==> src/rtl/hex_display_scanner_if.sv <==
// Bus between the datapath and the multiplexed 7-segment display scanner.
// The master side supplies the value and display controls. The slave side
// drives the segment pins, the digit enables and the end-of-frame pulse.
interface hex_display_scanner_if #(
  parameter int NUM_DIGITS = 4
);
  logic                    load;
  logic [4*NUM_DIGITS-1:0] value;
  logic [NUM_DIGITS-1:0]   blank_mask;
  logic                    lz_suppress;
  logic                    blink_en;
  logic [6:0]              seg;
  logic [NUM_DIGITS-1:0]   dig_en;
  logic                    frame_done;

  modport master (
    output load, value, blank_mask, lz_suppress, blink_en,
    input  seg, dig_en, frame_done
  );

  modport slave (
    input  load, value, blank_mask, lz_suppress, blink_en,
    output seg, dig_en, frame_done
  );
endinterface

==> src/rtl/hex_display_scanner.sv <==
// Time-multiplexed hex driver for NUM_DIGITS 7-segment digits.
// A shadow register holds the value, so a frame never shows mixed data.
// One digit is scanned per prescaler tick. Per-digit blanking, leading-zero
// suppression and whole-display blink are applied before the registered
// output stage. The output stage also applies the pin polarity.
module hex_display_scanner #(
  parameter int NUM_DIGITS = 4,
  parameter int SCAN_DIV   = 50000,
  parameter int BLINK_DIV  = 256,
  parameter int ACTIVE_LOW = 1
) (
  input logic                  clk,
  input logic                  reset,
  hex_display_scanner_if.slave bus
);
  localparam int CW = $clog2(SCAN_DIV);
  localparam int IW = $clog2(NUM_DIGITS);
  localparam int BW = (BLINK_DIV > 1) ? $clog2(BLINK_DIV) : 1;
  localparam logic [6:0]            SEG_OFF = (ACTIVE_LOW != 0) ? '1 : '0;
  localparam logic [NUM_DIGITS-1:0] DIG_OFF = (ACTIVE_LOW != 0) ? '1 : '0;

  logic [CW-1:0]           cnt_q, cnt_d;
  logic [IW-1:0]           idx_q, idx_d;
  logic [BW-1:0]           blink_cnt_q, blink_cnt_d;
  logic                    phase_q, phase_d;
  logic [4*NUM_DIGITS-1:0] shadow_q, shadow_d;
  logic [6:0]              seg_q, seg_d;
  logic [NUM_DIGITS-1:0]   dig_en_q, dig_en_d;
  logic                    frame_done_q, frame_done_d;

  logic                  tick;
  logic                  dark;
  logic                  zero_run;
  logic [NUM_DIGITS-1:0] lz_dark;
  logic [3:0]            nib;

  // Segment glyph for a nibble. Bit k drives segment k, active-high.
  function automatic logic [6:0] glyph(input logic [3:0] n);
    case (n)
      4'h0: glyph = 7'h3F;  4'h1: glyph = 7'h06;
      4'h2: glyph = 7'h5B;  4'h3: glyph = 7'h4F;
      4'h4: glyph = 7'h66;  4'h5: glyph = 7'h6D;
      4'h6: glyph = 7'h7D;  4'h7: glyph = 7'h07;
      4'h8: glyph = 7'h7F;  4'h9: glyph = 7'h6F;
      4'hA: glyph = 7'h77;  4'hB: glyph = 7'h7C;
      4'hC: glyph = 7'h39;  4'hD: glyph = 7'h5E;
      4'hE: glyph = 7'h79;  default: glyph = 7'h71;
    endcase
  endfunction

  // Next state for the scan counters, blink phase, shadow and output stage.
  always_comb begin
    tick         = (cnt_q == CW'(SCAN_DIV - 1));
    cnt_d        = tick ? '0 : cnt_q + 1'b1;
    idx_d        = idx_q;
    blink_cnt_d  = blink_cnt_q;
    phase_d      = phase_q;
    frame_done_d = tick && (idx_q == IW'(NUM_DIGITS - 1));
    if (tick) begin
      idx_d = (idx_q == IW'(NUM_DIGITS - 1)) ? '0 : idx_q + 1'b1;
      if (blink_cnt_q == BW'(BLINK_DIV - 1)) begin
        blink_cnt_d = '0;
        phase_d     = ~phase_q;
      end else begin
        blink_cnt_d = blink_cnt_q + 1'b1;
      end
    end
    shadow_d = bus.load ? bus.value : shadow_q;

    // Walk from the top digit down. A digit counts as a leading zero while
    // every nibble from it up to the top digit is zero. Digit 0 is exempt,
    // so a zero value still shows a single "0".
    lz_dark  = '0;
    zero_run = 1'b1;
    for (int k = NUM_DIGITS - 1; k >= 0; k--) begin
      zero_run   = zero_run && (shadow_q[4*k +: 4] == 4'h0);
      lz_dark[k] = zero_run && (k != 0);
    end

    nib  = shadow_q[idx_q*4 +: 4];
    dark = bus.blank_mask[idx_q] || (bus.blink_en && phase_q) ||
           (bus.lz_suppress && lz_dark[idx_q]);
    seg_d    = (dark ? 7'h00 : glyph(nib)) ^ SEG_OFF;
    dig_en_d = (dark ? '0 : (NUM_DIGITS'(1) << idx_q)) ^ DIG_OFF;
  end

  // State registers. Reset drives the pins to their inactive level at once.
  always_ff @(posedge clk or posedge reset) begin
    if (reset) begin
      cnt_q        <= '0;
      idx_q        <= '0;
      blink_cnt_q  <= '0;
      phase_q      <= 1'b0;
      shadow_q     <= '0;
      seg_q        <= SEG_OFF;
      dig_en_q     <= DIG_OFF;
      frame_done_q <= 1'b0;
    end else begin
      cnt_q        <= cnt_d;
      idx_q        <= idx_d;
      blink_cnt_q  <= blink_cnt_d;
      phase_q      <= phase_d;
      shadow_q     <= shadow_d;
      seg_q        <= seg_d;
      dig_en_q     <= dig_en_d;
      frame_done_q <= frame_done_d;
    end
  end

  assign bus.seg        = seg_q;
  assign bus.dig_en     = dig_en_q;
  assign bus.frame_done = frame_done_q;
endmodule

==> src/flat_wrapper.sv <==
// flat-port wrapper written by rule: the top's interface ports become plain ports
module hex_display_scanner_flat 
#(
  parameter int NUM_DIGITS = 4,
  parameter int SCAN_DIV   = 50000,
  parameter int BLINK_DIV  = 256,
  parameter int ACTIVE_LOW = 1
)
  (clk, reset, bus_load, bus_value, bus_blank_mask, bus_lz_suppress, bus_blink_en, bus_seg, bus_dig_en, bus_frame_done);
  hex_display_scanner_if #(.NUM_DIGITS(NUM_DIGITS)) bus_i ();
  input logic clk;
  input logic reset;
  input wire logic [$bits(bus_i.load)-1:0] bus_load;
  input wire logic [$bits(bus_i.value)-1:0] bus_value;
  input wire logic [$bits(bus_i.blank_mask)-1:0] bus_blank_mask;
  input wire logic [$bits(bus_i.lz_suppress)-1:0] bus_lz_suppress;
  input wire logic [$bits(bus_i.blink_en)-1:0] bus_blink_en;
  output wire logic [$bits(bus_i.seg)-1:0] bus_seg;
  output wire logic [$bits(bus_i.dig_en)-1:0] bus_dig_en;
  output wire logic [$bits(bus_i.frame_done)-1:0] bus_frame_done;
  assign bus_i.load = bus_load;
  assign bus_i.value = bus_value;
  assign bus_i.blank_mask = bus_blank_mask;
  assign bus_i.lz_suppress = bus_lz_suppress;
  assign bus_i.blink_en = bus_blink_en;
  assign bus_seg = bus_i.seg;
  assign bus_dig_en = bus_i.dig_en;
  assign bus_frame_done = bus_i.frame_done;
  hex_display_scanner #(.NUM_DIGITS(NUM_DIGITS), .SCAN_DIV(SCAN_DIV), .BLINK_DIV(BLINK_DIV), .ACTIVE_LOW(ACTIVE_LOW)) u_core (.clk(clk), .reset(reset), .bus(bus_i));
endmodule
==> config.mk <==
export PLATFORM = sky130hd
export DESIGN_NAME = hex_display_scanner_flat
export DESIGN_NICKNAME = d
export VERILOG_FILES = /design/src/rtl/hex_display_scanner_if.sv /design/src/rtl/hex_display_scanner.sv /design/src/flat_wrapper.sv
export SDC_FILE = /design/constraint.sdc
export NUM_CORES = 1
export LEC_CHECK = 0
export ABC_AREA = 1
export CORE_ASPECT_RATIO = 1.5
export CORE_UTILIZATION = 60
export CTS_CLUSTER_SIZE = 30
export DETAILED_ROUTE_END_ITERATION = 10
export HOLD_SLACK_MARGIN = 0.06
export PLACE_DENSITY = 0.9
export SKIP_LAST_GASP = 1
export SLEW_MARGIN = 30
export SYNTH_ARGS = -nofsm -noshare
export SYNTH_HDL_FRONTEND = slang
export SYNTH_SLANG_ARGS = --single-unit
==> constraint.sdc <==
create_clock -name clk -period 2.75 [get_ports clk]
set_clock_uncertainty 0.15 [all_clocks]
set_input_delay 0.275 -clock clk [delete_from_list [all_inputs] [get_ports clk]]
set_output_delay 0.275 -clock clk [all_outputs]
set_load 0.01 [all_outputs]
==> parameters.txt, run 1 <==
Parameter                              Value

Global route
  Wire length of the first global-routing pass ... 10400 um
  GR met2 Demand/Resource ... 50.2%
  Pin count of the biggest net entering global routing ... 32
  Aggregate global-route resource usage ... 26.3%
  Global-route layer with the greatest usage ... met2
  Initial antenna violation count ... 0
  Met1 usage ... 26.1%
  Met3 Usage GRT ... 5.41%
  Via count of the first global-routing pass ... 2503
  Overflow left after global routing ... 0

Detailed routing
  Violation count after the first detailed-route iteration ... 133
  ANT nets after route ... 0
  Via count ... 2509
  Residual DRC ... 0
  Routed wirelength normalized by instance count ... 13.2 um
  Total length of routed wires ... 6290 um
  First-pass iteration count of the detailed router ... 4
  Via density per instance ... 5.28

STA
  RSZ-0062 raised after global routing ... no
  Setup-failing EPs final ... 0
  Transition time of the tightest slew-check pin ... 537 ps
  Final Hold Viols ... 0
  Maximum operating frequency ... 0.477 GHz
  Share of the clock period used by the worst path after layout ... 76.3%
  Total count of max-transition violations in the final report ... 0
  Aggregate negative setup slack ... 0 ps
  Minimum period implied by the final worst setup slack ... 2100 ps
  Worst slew margin ... 64.1%

Power
  Share of power burned in the clock network ... 32.5%
  Static leakage ... 1.69 nW
  Sw Ratio ... 24.4%
  Cell Pwr Density ... 460 nW/um2
  Switching power summed over all nets ... 394 uW
  Part of the power in registers ... 53.9%
  VDD IR-drop max ... 0.516 mV
  Fraction of power consumed by combinational cells ... 13.6%
  Cell internal pwr ... 1.22 mW

Die
  Initial standard-cell utilization of the core ... 62.4%
  Core box area ... 4810 um2
  Total Die Area ... 5300 um2
  Y dimension of the die ... 88.6 um
  Count of boundary I/O pins ... 37
  Chip width ... 59.8 um
  Rows ... 31

Clock network
  # hold bufs at CTS ... 0
  Later-pin clock latency in the skew report ... 310 ps
  Clk slew on worst S/H paths ... 100 ps
  Depth of the CTS H-tree ... 2
  Number of buffers on the longest clock path ... 2
  Number of sinks driven by the clock tree ... 55
  Post-cts repair resize count ... 0
  CTS Buf Count ... 5
  Root buffer cell ... sky130_fd_sc_hd__clkbuf_8
  TritonCTS clock tree ... yes
  Buffers inserted by post-CTS timing repair ... 0

Synthesis
  Fraction of synthesis flops using an asynchronous set or reset pin ... 100%
  Share of the synthesized area in the top cell type ... 36.7%
  Number of warnings printed during yosys synthesis ... 0
  Number of distinct library cells after synthesis ... 30
  Number of storage elements in the synthesis netlist ... 55
  Commonest cells in the netlist ... sky130_fd_sc_hd__nand2_1 (109), sky130_fd_sc_hd__dfrtp_1 (44), sky130_fd_sc_hd__nand3_1 (42)
  Post-synth net total ... 408
  Yosys top cell by area ... sky130_fd_sc_hd__dfrtp_1
  Primary flip-flop cell chosen by synthesis mapping ... sky130_fd_sc_hd__dfrtp_1
  Synthesized instance count ... 371
  Cell area after synthesis ... 3000 um2
  Mean instance size in the synthesized netlist ... 8.09 um2
  Synth top area cells ... sky130_fd_sc_hd__dfrtp_1 (37%), sky130_fd_sc_hd__nand2_1 (14%), sky130_fd_sc_hd__dfstp_2 (9.6%), sky130_fd_sc_hd__nand3_1 (7.0%), sky130_fd_sc_hd__ha_1 (5.0%)
  Part of the Yosys area used for sequential elements ... 46.3%
  Most used standard cell by instance count after synthesis ... sky130_fd_sc_hd__nand2_1
  Count of flip-flops with a built-in enable after synthesis ... 0

Finish
  Filler instances ... 372
  Fin nets ... 445
  Antenna cells ... 0
  Layout cell share with drive strength beyond 1 ... 11.5%
  Final non-filler cell total ... 475
  Layout overhead on the synthesized area ... 16.9%

Setup path
  Arrival time of the worst setup path ... 2170 ps
  Data required, critical path ... 2830 ps
  Type of destination of the critical path ... flip-flop
  Worst Setup Start Kind ... flip-flop
  Highest net fanout along the worst path ... 16
  Worst Path Class, Setup ... reg2reg

Outcome
  Run status ... complete, no violations

Placed design
  DP Wirelength ... 4780 um
  Port Buf Inserts ... 36
  Placed Cells incl. Taps ... 467
  GP Congestion ... 0.882

Run
  Max-cap viol count ... 0

Hold path
  Class of the most critical hold timing path ... in2async
==> final timing paths <==
| path | cells after the start | slack, ps | start | endpoint |
|---|---|---|---|---|
| max in group asynchronous | 3 | 1900 | reset | u_core.cnt_q[8]$_DFF_PP0_ |
| min | 2 | 160 | reset | u_core.bus.dig_en[0]$_DFF_PP1_ |
| min in group clk | 1 | 320 | u_core.cnt_q[0]$_DFF_PP0_ | u_core.cnt_q[0]$_DFF_PP0_ |
| min reg2reg | 1 | 320 | u_core.cnt_q[0]$_DFF_PP0_ | u_core.cnt_q[0]$_DFF_PP0_ |
| max reg2reg | 10 | 650 | u_core.idx_q[0]$_DFFE_PP0N_ | u_core.bus.seg[5]$_DFF_PP1_ |
| max | 10 | 650 | u_core.idx_q[0]$_DFFE_PP0N_ | u_core.bus.seg[5]$_DFF_PP1_ |
==> placed cells by master, fill, tap and decap left out, drive strengths merged <==
| cell | instances |
|---|---|
| inv | 43 |
| clkbuf | 5 |
| nand2 | 113 |
| xnor2 | 3 |
| or2 | 1 |
| a21oi | 3 |
| o21ai | 16 |
| o21bai | 1 |
| mux2 | 7 |
| nor3b | 1 |
| dfstp | 11 |
| xor2 | 7 |
| clkinv | 2 |
| nand3b | 2 |
| ha | 12 |
| nand3 | 48 |
| nor3 | 5 |
| and3 | 1 |
| nand4 | 6 |
| clkdlybuf4s50 | 36 |
| bufinv | 1 |
| dfrtp | 44 |
| buf | 3 |
| nor2 | 38 |
==> stage by stage <==
step           hold slack, ps  util [%]  setup slack [ps]  cell area [um2]  power (mW)
6_report                  159      72.9               652             3510        1.62
5_1_grt                   170      72.9               466             3510        1.69
4_1_cts                   164      72.9               677             3510        1.63
3_5_place_dp              309      70.7               708             3400        1.10
3_3_place_gp              293      70.7               791             3400        1.10
2_1_floorplan             242         -              1000             3000        1.01
==> sequential cells by signal, summed over array words and instances (netlist names) <==
register	flops
u_core.blink_cnt_q	8
u_core.bus.dig_en	4
u_core.bus.frame_done	1
u_core.bus.seg	7
u_core.cnt_q	16
u_core.idx_q	2
u_core.phase_q	1
u_core.shadow_q	16
==> logic make-up (layout without fill, tap and decap cells) <==
logic type	Yosys count	count (layout)	share of synthesized area, %
muxes	7	7	2.63
buffers and inverters	52	90	7.67
xor gates and xnor gates	10	10	2.92
DFF	55	55	46.3
AOI/OAI and AO/OA	20	20	3.42
adders and majority gates	12	12	5.00
and+or+nand+nor	215	215	32.1
==> layer usage <==
metal | up-vias | share of wire (%) | wire length [um]
li1 | 1248 | - | -
met1 | 1187 | 37 | 2340
met2 | 60 | 56 | 3550
met3 | 14 | 3.8 | 240
met4 | 0 | 2.4 | 151
met5 | - | 0 | 0
==> final cells by class <==
class / count / area, um2 / share of cell area, %
sequential: 55 / 1390 / 39.6
multi-input combinational: 264 / 1380 / 39.4
timing repair buffer: 39 / 383 / 10.9
inverter: 43 / 164 / 4.67
tap: 66 / 82.6 / 2.35
clock buffer: 5 / 68.8 / 1.96
clock inverter: 3 / 38.8 / 1.11
==> power groups by stage <==
| stage | Combinational [mW] | Clock, mW | Sequential, mW |
|---|---|---|---|
| floorplan | 0.120 | 0 | 0.887 |
| global placement | 0.210 | 0 | 0.885 |
| detailed placement | 0.218 | 0 | 0.886 |
| CTS | 0.220 | 0.535 | 0.871 |
| global route | 0.245 | 0.568 | 0.874 |
| finish | 0.220 | 0.524 | 0.871 |
==> worst max-delay path, stage by stage (launching register included) <==
cell	delay, ps
sky130_fd_sc_hd__dfrtp_1	650
sky130_fd_sc_hd__inv_2	220
sky130_fd_sc_hd__nand2_1	100
sky130_fd_sc_hd__nand3_1	60
sky130_fd_sc_hd__nand2_1	180
sky130_fd_sc_hd__inv_1	110
sky130_fd_sc_hd__ha_1	200
sky130_fd_sc_hd__nand3_1	120
sky130_fd_sc_hd__nand2_1	80
sky130_fd_sc_hd__nand2_1	70
sky130_fd_sc_hd__nand3_2	60
(Power assumes the default switching activity.)
==> run 2, diff against run 1 <==
- CORE_UTILIZATION: 60 -> 50
- PLACE_DENSITY: 0.9 -> 0.81
- clock period: 2.75 -> 1.7 ns (I/O delays scaled with it)
==> run 2 against run 1 <==
Compared with the run above:
- clock power grew 49%
- final area is 10% higher
- total power is 60% higher
- combinational power grew 80%
- cell count rose by 7.2%
- critical path type unchanged
==> parameters.txt, run 2 (synthesis gave the netlist of run 1 again) <==
Parameter                              Value

Clock network
  Number of buffers on the longest clock path ... 2 (unchanged)
  CTS Buf Count ... 5 (unchanged)
  Depth of the CTS H-tree ... 2 (unchanged)
  Root buffer cell ... sky130_fd_sc_hd__clkbuf_8
  Later-pin clock latency in the skew report ... 310 ps (about the same)
  Number of sinks driven by the clock tree ... 55 (unchanged)
  Clk slew on worst S/H paths ... 100 ps (about the same)
  TritonCTS clock tree ... yes
  # hold bufs at CTS ... 0 (unchanged)

STA
  Minimum period implied by the final worst setup slack ... 1660 ps (-436 ps)
  Final Hold Viols ... 0 (unchanged)
  Transition time of the tightest slew-check pin ... 420 ps (-118 ps)
  Maximum operating frequency ... 0.602 GHz (+26%)
  PnR worst setup slack ... 37.9 ps (-614 ps)
  Worst slew margin ... 72.0% (+7.9 points)
  RSZ-0062 raised after global routing ... yes
  Share of the clock period used by the worst path after layout ... 97.8% (+21 points)
  Setup-failing EPs final ... 0 (unchanged)
  Total count of max-transition violations in the final report ... 0 (unchanged)

Setup path
  Worst Path Class, Setup ... reg2reg
  Cell repeated most along the worst path ... sky130_fd_sc_hd__nor2_4
  Worst Setup Start Kind ... flip-flop
  Arrival time of the worst setup path ... 1720 ps (-450 ps)
  Slowest stage delay, CP ... 410 ps (-240 ps)
  Cell chain of the critical path ... ha_4 -> nand2_4 -> nor2_4 -> nand4_1 -> nor2_4 -> buf_6 -> buf_4 -> nand2_1 -> o21ai_0
  Worst-path cell with the longest stage delay ... sky130_fd_sc_hd__dfrtp_1
  Data required, critical path ... 1760 ps (-1070 ps)
  Highest net fanout along the worst path ... 5 (-11)
  Type of destination of the critical path ... flip-flop

Finish
  Registers with the most flip-flops ... u_core.cnt_q x16, u_core.shadow_q x16, u_core.blink_cnt_q x8
  Most common cell after layout, fill and taps aside ... sky130_fd_sc_hd__nand2_1
  Layout cell share with drive strength beyond 1 ... 21.3% (+9.8 points)
  Antenna cells ... 0 (unchanged)
  Final non-filler cell total ... 509 (+7.2%)
  Layout overhead on the synthesized area ... 29.1%
  Fin nets ... 473 (+6.3%)
  Commonest non-fill, non-tap cells in the layout ... sky130_fd_sc_hd__nand2_1 (104), sky130_fd_sc_hd__dfrtp_1 (43), sky130_fd_sc_hd__nand3_1 (37)
  Final core utilization ... 67.0% (-6.0 points)
  Filler instances ... 471 (+27%)

Outcome
  Run status ... complete, no violations

Placed design
  Placed Cells incl. Taps ... 493 (+5.6%)
  Port Buf Inserts ... 36 (unchanged)
  GP Congestion ... 0.940 (+6.5%)
  Minimum setup slack after placement ... -33.2 ps (-742 ps)
  DP Wirelength ... 5000 um (+4.7%)

Die
  Count of boundary I/O pins ... 37 (unchanged)
  Chip width ... 65.3 um (+9.2%)
  Rows ... 34 (+9.7%)
  Initial standard-cell utilization of the core ... 51.9% (-11 points)
  Core box area ... 5790 um2 (+20%)
  Total Die Area ... 6320 um2 (+19%)
  Y dimension of the die ... 96.9 um (+9.3%)

Run
  Max-cap viol count ... 0 (unchanged)

Detailed routing
  Via count ... 2677 (+6.7%)
  First-pass iteration count of the detailed router ... 4 (unchanged)
  Total length of routed wires ... 6880 um (+9.5%)
  Routed wirelength normalized by instance count ... 13.5 um (+2.2%)
  Residual DRC ... 0 (unchanged)
  Violation count after the first detailed-route iteration ... 146 (+9.8%)
  ANT nets after route ... 0 (unchanged)
  Via density per instance ... 5.26 (-0.43%)

Power
  Cell Pwr Density ... 667 nW/um2 (+45%)
  Static leakage ... 1.92 nW (+14%)
  VDD IR-drop max ... 0.348 mV (-33%)
  Overall power ... 2.58 mW (+60%)

Global route
  Wire length of the first global-routing pass ... 11300 um (+8.5%)
  Pin count of the biggest net entering global routing ... 35 (+9.4%)
  Initial antenna violation count ... 0 (unchanged)
  Overflow left after global routing ... 0 (unchanged)
  Via count of the first global-routing pass ... 2698 (+7.8%)
  Aggregate global-route resource usage ... 22.8% (-3.5 points)

Hold path
  Class of the most critical hold timing path ... in2async
[run 2: timing repair]
action	4_1_cts	5_1_grt
pin swaps	0	8
resized for setup	4	38
endpoints found under the setup margin	9	34
endpoints found under the hold margin	0	0
setup buffers	0	8
[run 2: power breakdown]
group          internal, mW  leakage, nW  switching, mW
registers              1.38        0.682         0.0284
clock network         0.373       0.0515          0.410
logic                 0.187         1.19          0.208
total                  1.94         1.92          0.646
[run 2: cell type report]
cell class              instances  area, um2  area share (%)
clock buffers                   8        100            2.58
inverters                      43        166            4.29
multi-input cells             264       1480            38.1
flip-flops and latches         55       1390            35.9
well taps                      72       90.1            2.32
repair buffers                 67        651            16.8
[run 2: metrics by stage]
stage	TNS [ps]	hold slack (ps)	instance area (um2)
floorplan	0	137	3000
global placement	0	346	3580
detailed placement	-103	353	3580
CTS	0	74.3	3690
global route	-431	106	3870
finish	0	63.5	3870
[run 2: per-layer routing]
| metal | wire, um | up-vias | GRT usage [%] |
|---|---|---|---|
| met5 | 0 | - | 0 |
| met4 | 227 | 0 | 10.7 |
| met3 | 250 | 23 | 3.54 |
| met2 | 3870 | 86 | 43.0 |
| met1 | 2530 | 1268 | 23.5 |
| li1 | - | 1300 | - |
[run 2: critical path, delay by kind of cell, from the launching register on]
family / cells / cell delay [ps]
AOI/OAI and AO/OA: 1 / 90
adders and majority gates: 1 / 170
buffers and inverters: 2 / 230
and+or+nand+nor: 5 / 520
DFF: 1 / 410
[run 2: worst paths after layout]
kind	from	slack, ps	depth (start not counted)	to
worst max-delay path	u_core.cnt_q[1]$_DFF_PP0_	40	9	u_core.idx_q[1]$_DFFE_PP0N_
worst min-delay path	reset	60	3	u_core.phase_q$_DFFE_PP0P_
worst max register to register	u_core.cnt_q[1]$_DFF_PP0_	40	9	u_core.idx_q[1]$_DFFE_PP0N_
worst min register to register	u_core.shadow_q[0]$_DFFE_PP0P_	370	1	u_core.shadow_q[0]$_DFFE_PP0P_
max in group asynchronous	reset	930	3	u_core.idx_q[0]$_DFFE_PP0N_
min in group clk	bus_value[14]	260	3	u_core.shadow_q[14]$_DFFE_PP0P_
==> run 3, diff against run 2 <==
- CTS_BUF_LIST: default -> sky130_fd_sc_hd__clkbuf_16
==> run 3 against run 2 <==
Compared with the run above:
- count of clock-buffer cells in the layout shrank 3
- critical path depth shrank 8
- non-clock buffer count is the same
- sequential power is essentially flat
- via count grew 1.4%
- flip-flop and latch count is the same
- fmax is essentially flat
- register-to-register slack is essentially flat
- largest cell class unchanged
==> parameters.txt, run 3 (synthesis gave the netlist of run 1 again) <==
Parameter                              Value

Setup path
  Highest net fanout along the worst path ... 1 (-4)
  Worst Path Class, Setup ... reg2out
  Type of destination of the critical path ... output port
  Arrival time of the worst setup path ... 1340 ps (-380 ps)
  Worst Setup Start Kind ... flip-flop
  Crit-path leading delay family ... buffers and inverters
  Cell chain of the critical path ... clkdlybuf4s50_1
  Worst-path cell with the longest stage delay ... sky130_fd_sc_hd__clkdlybuf4s50_1
  Data required, critical path ... 1380 ps (-380 ps)
  Slowest stage delay, CP ... 530 ps (+120 ps)
  Worst Path Buf+Inv ... 1 (-1)

Clock network
  CTS Buf Count ... 5 (unchanged)
  Depth of the CTS H-tree ... 2 (unchanged)
  Number of sinks driven by the clock tree ... 55 (unchanged)
  Number of buffers on the longest clock path ... 2 (unchanged)
  TritonCTS clock tree ... yes
  Clk slew on worst S/H paths ... 70 ps (-30 ps)
  Root buffer cell ... sky130_fd_sc_hd__clkbuf_16
  Later-pin clock latency in the skew report ... 290 ps (-20 ps)
  # hold bufs at CTS ... 0 (unchanged)

STA
  Minimum period implied by the final worst setup slack ... 1660 ps (+0.355 ps)
  Final Hold Viols ... 0 (unchanged)
  Worst hold margin ... 89.2 ps (+25.7 ps)
  Transition time of the tightest slew-check pin ... 421 ps (+1.55 ps)
  RSZ-0062 raised after global routing ... yes
  Maximum operating frequency ... 0.602 GHz (about the same)
  Aggregate negative setup slack ... 0 ps (unchanged)
  Setup-failing EPs final ... 0 (unchanged)
  Worst slew margin ... 71.9% (-0.10 points)
  Share of the clock period used by the worst path after layout ... 97.8% (about the same)
  Total count of max-transition violations in the final report ... 0 (unchanged)

Finish
  Commonest non-fill, non-tap cells in the layout ... sky130_fd_sc_hd__nand2_1 (104), sky130_fd_sc_hd__dfrtp_1 (43), sky130_fd_sc_hd__nand3_1 (38)
  Layout overhead on the synthesized area ... 29.2% (about the same)
  Layout cell share with drive strength beyond 1 ... 20.6% (-0.69 points)
  Final non-filler cell total ... 509 (unchanged)
  Registers with the most flip-flops ... u_core.cnt_q x16, u_core.shadow_q x16, u_core.blink_cnt_q x8
  Final core utilization ... 67.0% (about the same)
  Antenna cells ... 0 (unchanged)
  Post-route cell area ... 3880 um2 (about the same)
  Most common cell after layout, fill and taps aside ... sky130_fd_sc_hd__nand2_1
  Fin nets ... 473 (unchanged)

Detailed routing
  Violation count after the first detailed-route iteration ... 125 (-14%)
  Routed wirelength normalized by instance count ... 13.9 um (+3.1%)
  Total length of routed wires ... 7090 um (+3.1%)
  First-pass iteration count of the detailed router ... 4 (unchanged)
  Via count ... 2715 (+1.4%)
  Via density per instance ... 5.33 (+1.4%)
  ANT nets after route ... 0 (unchanged)
  Residual DRC ... 0 (unchanged)

Placed design
  DP Wirelength ... 5000 um (unchanged)
  Placed inst area ... 3580 um2 (unchanged)
  GP Congestion ... 0.940 (unchanged)
  Port Buf Inserts ... 36 (unchanged)
  Placed Cells incl. Taps ... 493 (unchanged)

Die
  Chip width ... 65.3 um (unchanged)
  Initial standard-cell utilization of the core ... 51.9% (unchanged)
  Count of boundary I/O pins ... 37 (unchanged)
  Total Die Area ... 6320 um2 (unchanged)
  Core box area ... 5790 um2 (unchanged)
  Y dimension of the die ... 96.9 um (unchanged)
  Rows ... 34 (unchanged)

Global route
  Aggregate global-route resource usage ... 23.4% (+0.53 points)
  Pin count of the biggest net entering global routing ... 35 (unchanged)
  Via count of the first global-routing pass ... 2701 (+0.11%)
  Wire length of the first global-routing pass ... 11300 um (unchanged)
  Initial antenna violation count ... 0 (unchanged)
  Overflow left after global routing ... 0 (unchanged)

Run
  Max-cap viol count ... 0 (unchanged)

Power
  Static leakage ... 1.87 nW (-2.6%)
  Cell Pwr Density ... 720 nW/um2 (+7.9%)
  VDD IR-drop max ... 0.486 mV (+40%)

Hold path
  Class of the most critical hold timing path ... in2async

Outcome
  Run status ... complete, no violations
[run 3: stage by stage]
step | power (mW) | setup WS [ps]
3_5_place_dp | 1.80 | -33.2
4_1_cts | 2.77 | 19.2
5_1_grt | 2.91 | -97.1
3_3_place_gp | 1.79 | 48.3
2_1_floorplan | 1.63 | 34.5
6_report | 2.79 | 37.5
[run 3: repair_timing]
item / in CTS / in global routing
buffers inserted: 0 / 8
endpoints found under the setup margin: 8 / 24
pin swaps: 0 / 6
resized for setup: 3 / 23
[run 3: power breakdown]
part	switching (mW)	total, mW	internal, mW
sequential	0.0306	1.41	1.38
clock	0.440	0.971	0.531
combinational	0.215	0.410	0.196
total	0.685	2.79	2.11
[run 3: cell type report]
type | instances | area (um2)
clock inverter | 3 | 11.3
timing repair buffer | 67 | 623
clock buffer | 5 | 125
tap | 72 | 90.1
fill | 481 | 1910
inverter | 43 | 166
multi-input combinational | 264 | 1470
sequential | 55 | 1390
[run 3: final timing paths]
kind	endpoint	depth (start not counted)	from	slack, ps
max	bus_dig_en[3]	1	u_core.bus.dig_en[3]$_DFF_PP1_	40
max in group asynchronous	u_core.idx_q[0]$_DFFE_PP0N_	3	reset	910
min reg2reg	u_core.shadow_q[0]$_DFFE_PP0P_	1	u_core.shadow_q[0]$_DFFE_PP0P_	370
max reg2reg	u_core.bus.seg[0]$_DFF_PP1_	10	u_core.idx_q[0]$_DFFE_PP0N_	40
min in group clk	u_core.shadow_q[14]$_DFFE_PP0P_	3	bus_value[14]	280
min	u_core.phase_q$_DFFE_PP0P_	3	reset	90
[run 3: layer usage]
layer  vias up  share of wire [%]  global-route usage [%]
met2        90                 55                    43.8
met3        26                3.8                    3.89
met5         -                  0                       0
met4         0                4.3                    13.2
met1      1291                 36                    23.0
li1       1308                  -                       -
==> patch (config.mk and constraints of run 1) <==
`BLINK_DIV` is set to 256 in 2 places; all go to 512.
--- a/src/rtl/hex_display_scanner.sv
+++ b/src/rtl/hex_display_scanner.sv
@@ -7,5 +7,5 @@
   parameter int NUM_DIGITS = 4,
   parameter int SCAN_DIV   = 50000,
-  parameter int BLINK_DIV  = 256,
+  parameter int BLINK_DIV  = 512,
   parameter int ACTIVE_LOW = 1
 ) (
--- a/src/flat_wrapper.sv
+++ b/src/flat_wrapper.sv
@@ -4,5 +4,5 @@
   parameter int NUM_DIGITS = 4,
   parameter int SCAN_DIV   = 50000,
-  parameter int BLINK_DIV  = 256,
+  parameter int BLINK_DIV  = 512,
   parameter int ACTIVE_LOW = 1
 )
Behaviour: no difference found for any inputs over 10 cycles, from zero or initial values and one cycle with reset high; that may be too few to reach the edited logic, so the function may still have changed.
==> patch against run 1 <==
  * First-iteration DRC count decreased by 3.8%
  * Critical path type unchanged
  * Largest power group unchanged
  * Total power increased by 4.2%
  * Global-route usage barely moved
  * Routed wire length is 3.7% lower
  * Design area is 1.1% higher
  * Sequential cell count increased by 1
  * Largest cell class unchanged
  * Area after synthesis is 1.0% higher
  * Setup slack worse by 92 ps
==> patch: results (changes against run 1) <==
outcome:
  status: "finished clean"  # unchanged
pwr:
  p_leak_uw: 0.00172  # was 0.00169 uW
  ir_worst_vdd_v: 0.000380  # was 0.000516 V
clock_network:
  post_cts_resized: 0  # unchanged
  postCtsHoldBufs: 0  # unchanged
  cts.htree.levels: 2  # unchanged
  insertion_delay_ps: 320
  cts_root_buffer: "clkbuf_8"  # unchanged
  cts_max_path_buffers: 2  # unchanged
  numCtsBuffers: 5  # unchanged
  cts_setup_buffers: 0  # unchanged
  clk_pin_slew_ps: 100  # about the same
cells_and_area:
  final_nets: 448  # was 445
  drive_gt1_frac: 0.0949  # was 0.115
  largestRegisters: "u_core.cnt_q: 16 flops, u_core.shadow_q: 16 flops, u_core.blink_cnt_q: 9 flops"  # was u_core.cnt_q: 16 flops, u_core.shadow_q: 16 flops, u_core.blink_cnt_q: 8 flops
  fillCellCount: 370  # was 372
  num_antenna_cells: 0  # unchanged
critical_path:
  timing.rr.end: "u_core.bus.seg[3]$_DFF_PP1_"  # was u_core.bus.seg[5]$_DFF_PP1_
  r2r-start: "u_core.idx_q[0]$_DFFE_PP0N_"  # unchanged
  r2r_slack_ps: 560  # was 650 ps
  cp.arrival_ps: 2270  # was 2170 ps
  path_max_fanout: 16  # unchanged
  worst-r2r-cell-count: 10  # unchanged
detailed_routing:
  routed_wl_microns: 6050  # was 6290 microns
  drtPass1Iterations: 4  # unchanged
  initialDrtViolationCount: 128  # was 133
  drc: 0  # unchanged
  via_per_inst: 5.27  # was 5.28
synth:
  synth-async-reset-ratio: 1.00  # unchanged
  synth_area_leaders: "dfrtp_1, nand2_1, dfstp_2"  # unchanged
  synth-main-ff-cell: "dfrtp_1"  # unchanged
  ys_types: 31  # was 30
  synth_commonest_cells: "nand2_1, nand3_1, dfrtp_1"  # was nand2_1, dfrtp_1, nand3_1
  synth-seq-area-share: 0.467  # was 0.463
  synth_warnings: 0  # unchanged
  syn-num-nets: 414  # was 408
  avgSynthCellArea_sq_um: 8.06  # was 8.09 sq um
place:
  port_buffers: 36  # unchanged
  placed_area_sq_mm: 0.00342  # was 0.00340 sq mm
  dp_hpwl_microns: 4480  # was 4780 microns
  place.gp.congestion: 0.959  # was 0.882
sta:
  fin_setup_tns_ps: 0  # unchanged
  worst_pin_slew_ps: 763  # was 537 ps
min_path:
  hold_path.class: "in2async"  # unchanged
global_route:
  grt_pass1_wl_microns: 10500  # was 10400 microns
  antenna_found_initial: 0  # unchanged
  grtUsageTotal: 0.263  # about the same
  grt_max_degree: 57  # was 32
  grt_pass1_vias: 2518  # was 2503
-- patch: cell count changes in the layout (fill, tap and decap cells not counted), sizes merged, moves of 3 or more --
cell   delta
nand3     +5
nand2     -5
nor2      -3
o21ai     +3
inv       +3
-- patch: cell families after synthesis --
group	synth area share
buffers and inverters	0.0821
AOI/OAI and AO/OA	0.0388
adders and majority gates	0.0537
and+or+nand+nor	0.304
muxes	0.0260
DFF	0.467
xor gates and xnor gates	0.0289
-- patch: metal layers --
layer,up-vias,share of wire,track usage,wire (microns)
met3,18,0.030,0.0463,181
li1,1261,-,-,-
met1,1162,0.40,0.273,2410
met2,71,0.54,0.495,3280
met5,-,0,0,0
met4,0,0.031,0.129,187
-- patch: how the worst max path moves through the flow --
| stage | from | to | depth (start not counted) |
|---|---|---|---|
| after floorplan | reset | u_core.blink_cnt_q[0]$_DFFE_PP0N_ | 1 |
| after global routing | u_core.idx_q[0]$_DFFE_PP0N_ | u_core.bus.seg[5]$_DFF_PP1_ | 10 |
| final | u_core.idx_q[0]$_DFFE_PP0N_ | u_core.bus.seg[3]$_DFF_PP1_ | 10 |
| after detailed placement | u_core.idx_q[0]$_DFFE_PP0N_ | u_core.bus.seg[6]$_DFF_PP1_ | 10 |
| after global placement | u_core.idx_q[0]$_DFFE_PP0N_ | u_core.bus.seg[3]$_DFF_PP1_ | 10 |
| after CTS | u_core.idx_q[0]$_DFFE_PP0N_ | u_core.bus.seg[3]$_DFF_PP1_ | 10 |
-- patch: through the flow --
step / worst slack [ps] / power [uW] / hold WS [ps] / utilization / instances
floorplan: 972 / 1020 / 242 / - / 376
global placement: 761 / 1100 / 294 / 0.706 / 469
detailed placement: 676 / 1110 / 333 / 0.706 / 469
CTS: 604 / 1690 / 180 / 0.732 / 477
global route: 374 / 1750 / 205 / 0.732 / 477
finish: 560 / 1680 / 154 / 0.732 / 477
-- patch: final cells by class --
cell class / count / area share
clock inverter: 1 / 0.00847
multi-input combinational: 264 / 0.386
clock buffer: 7 / 0.0272
timing repair buffer: 37 / 0.107
inverter: 46 / 0.0494
sequential: 56 / 0.399
tap: 66 / 0.0233
-- patch: report_power, final --
group	total, uW	switching, uW	internal (uW)
registers	886	18.8	867
logic	208	108	99.9
clock network	588	266	321
-- patch: critical path, cell delays in order (launching register included) --
cell and delay (ps):
dfrtp_1 660, inv_2 210, nand2_1 120, nand3_1 80
nand2_1 180, inv_1 120, ha_1 220, nand3_1 130
nand2_1 80, nand2_1 70, nand3_1 70
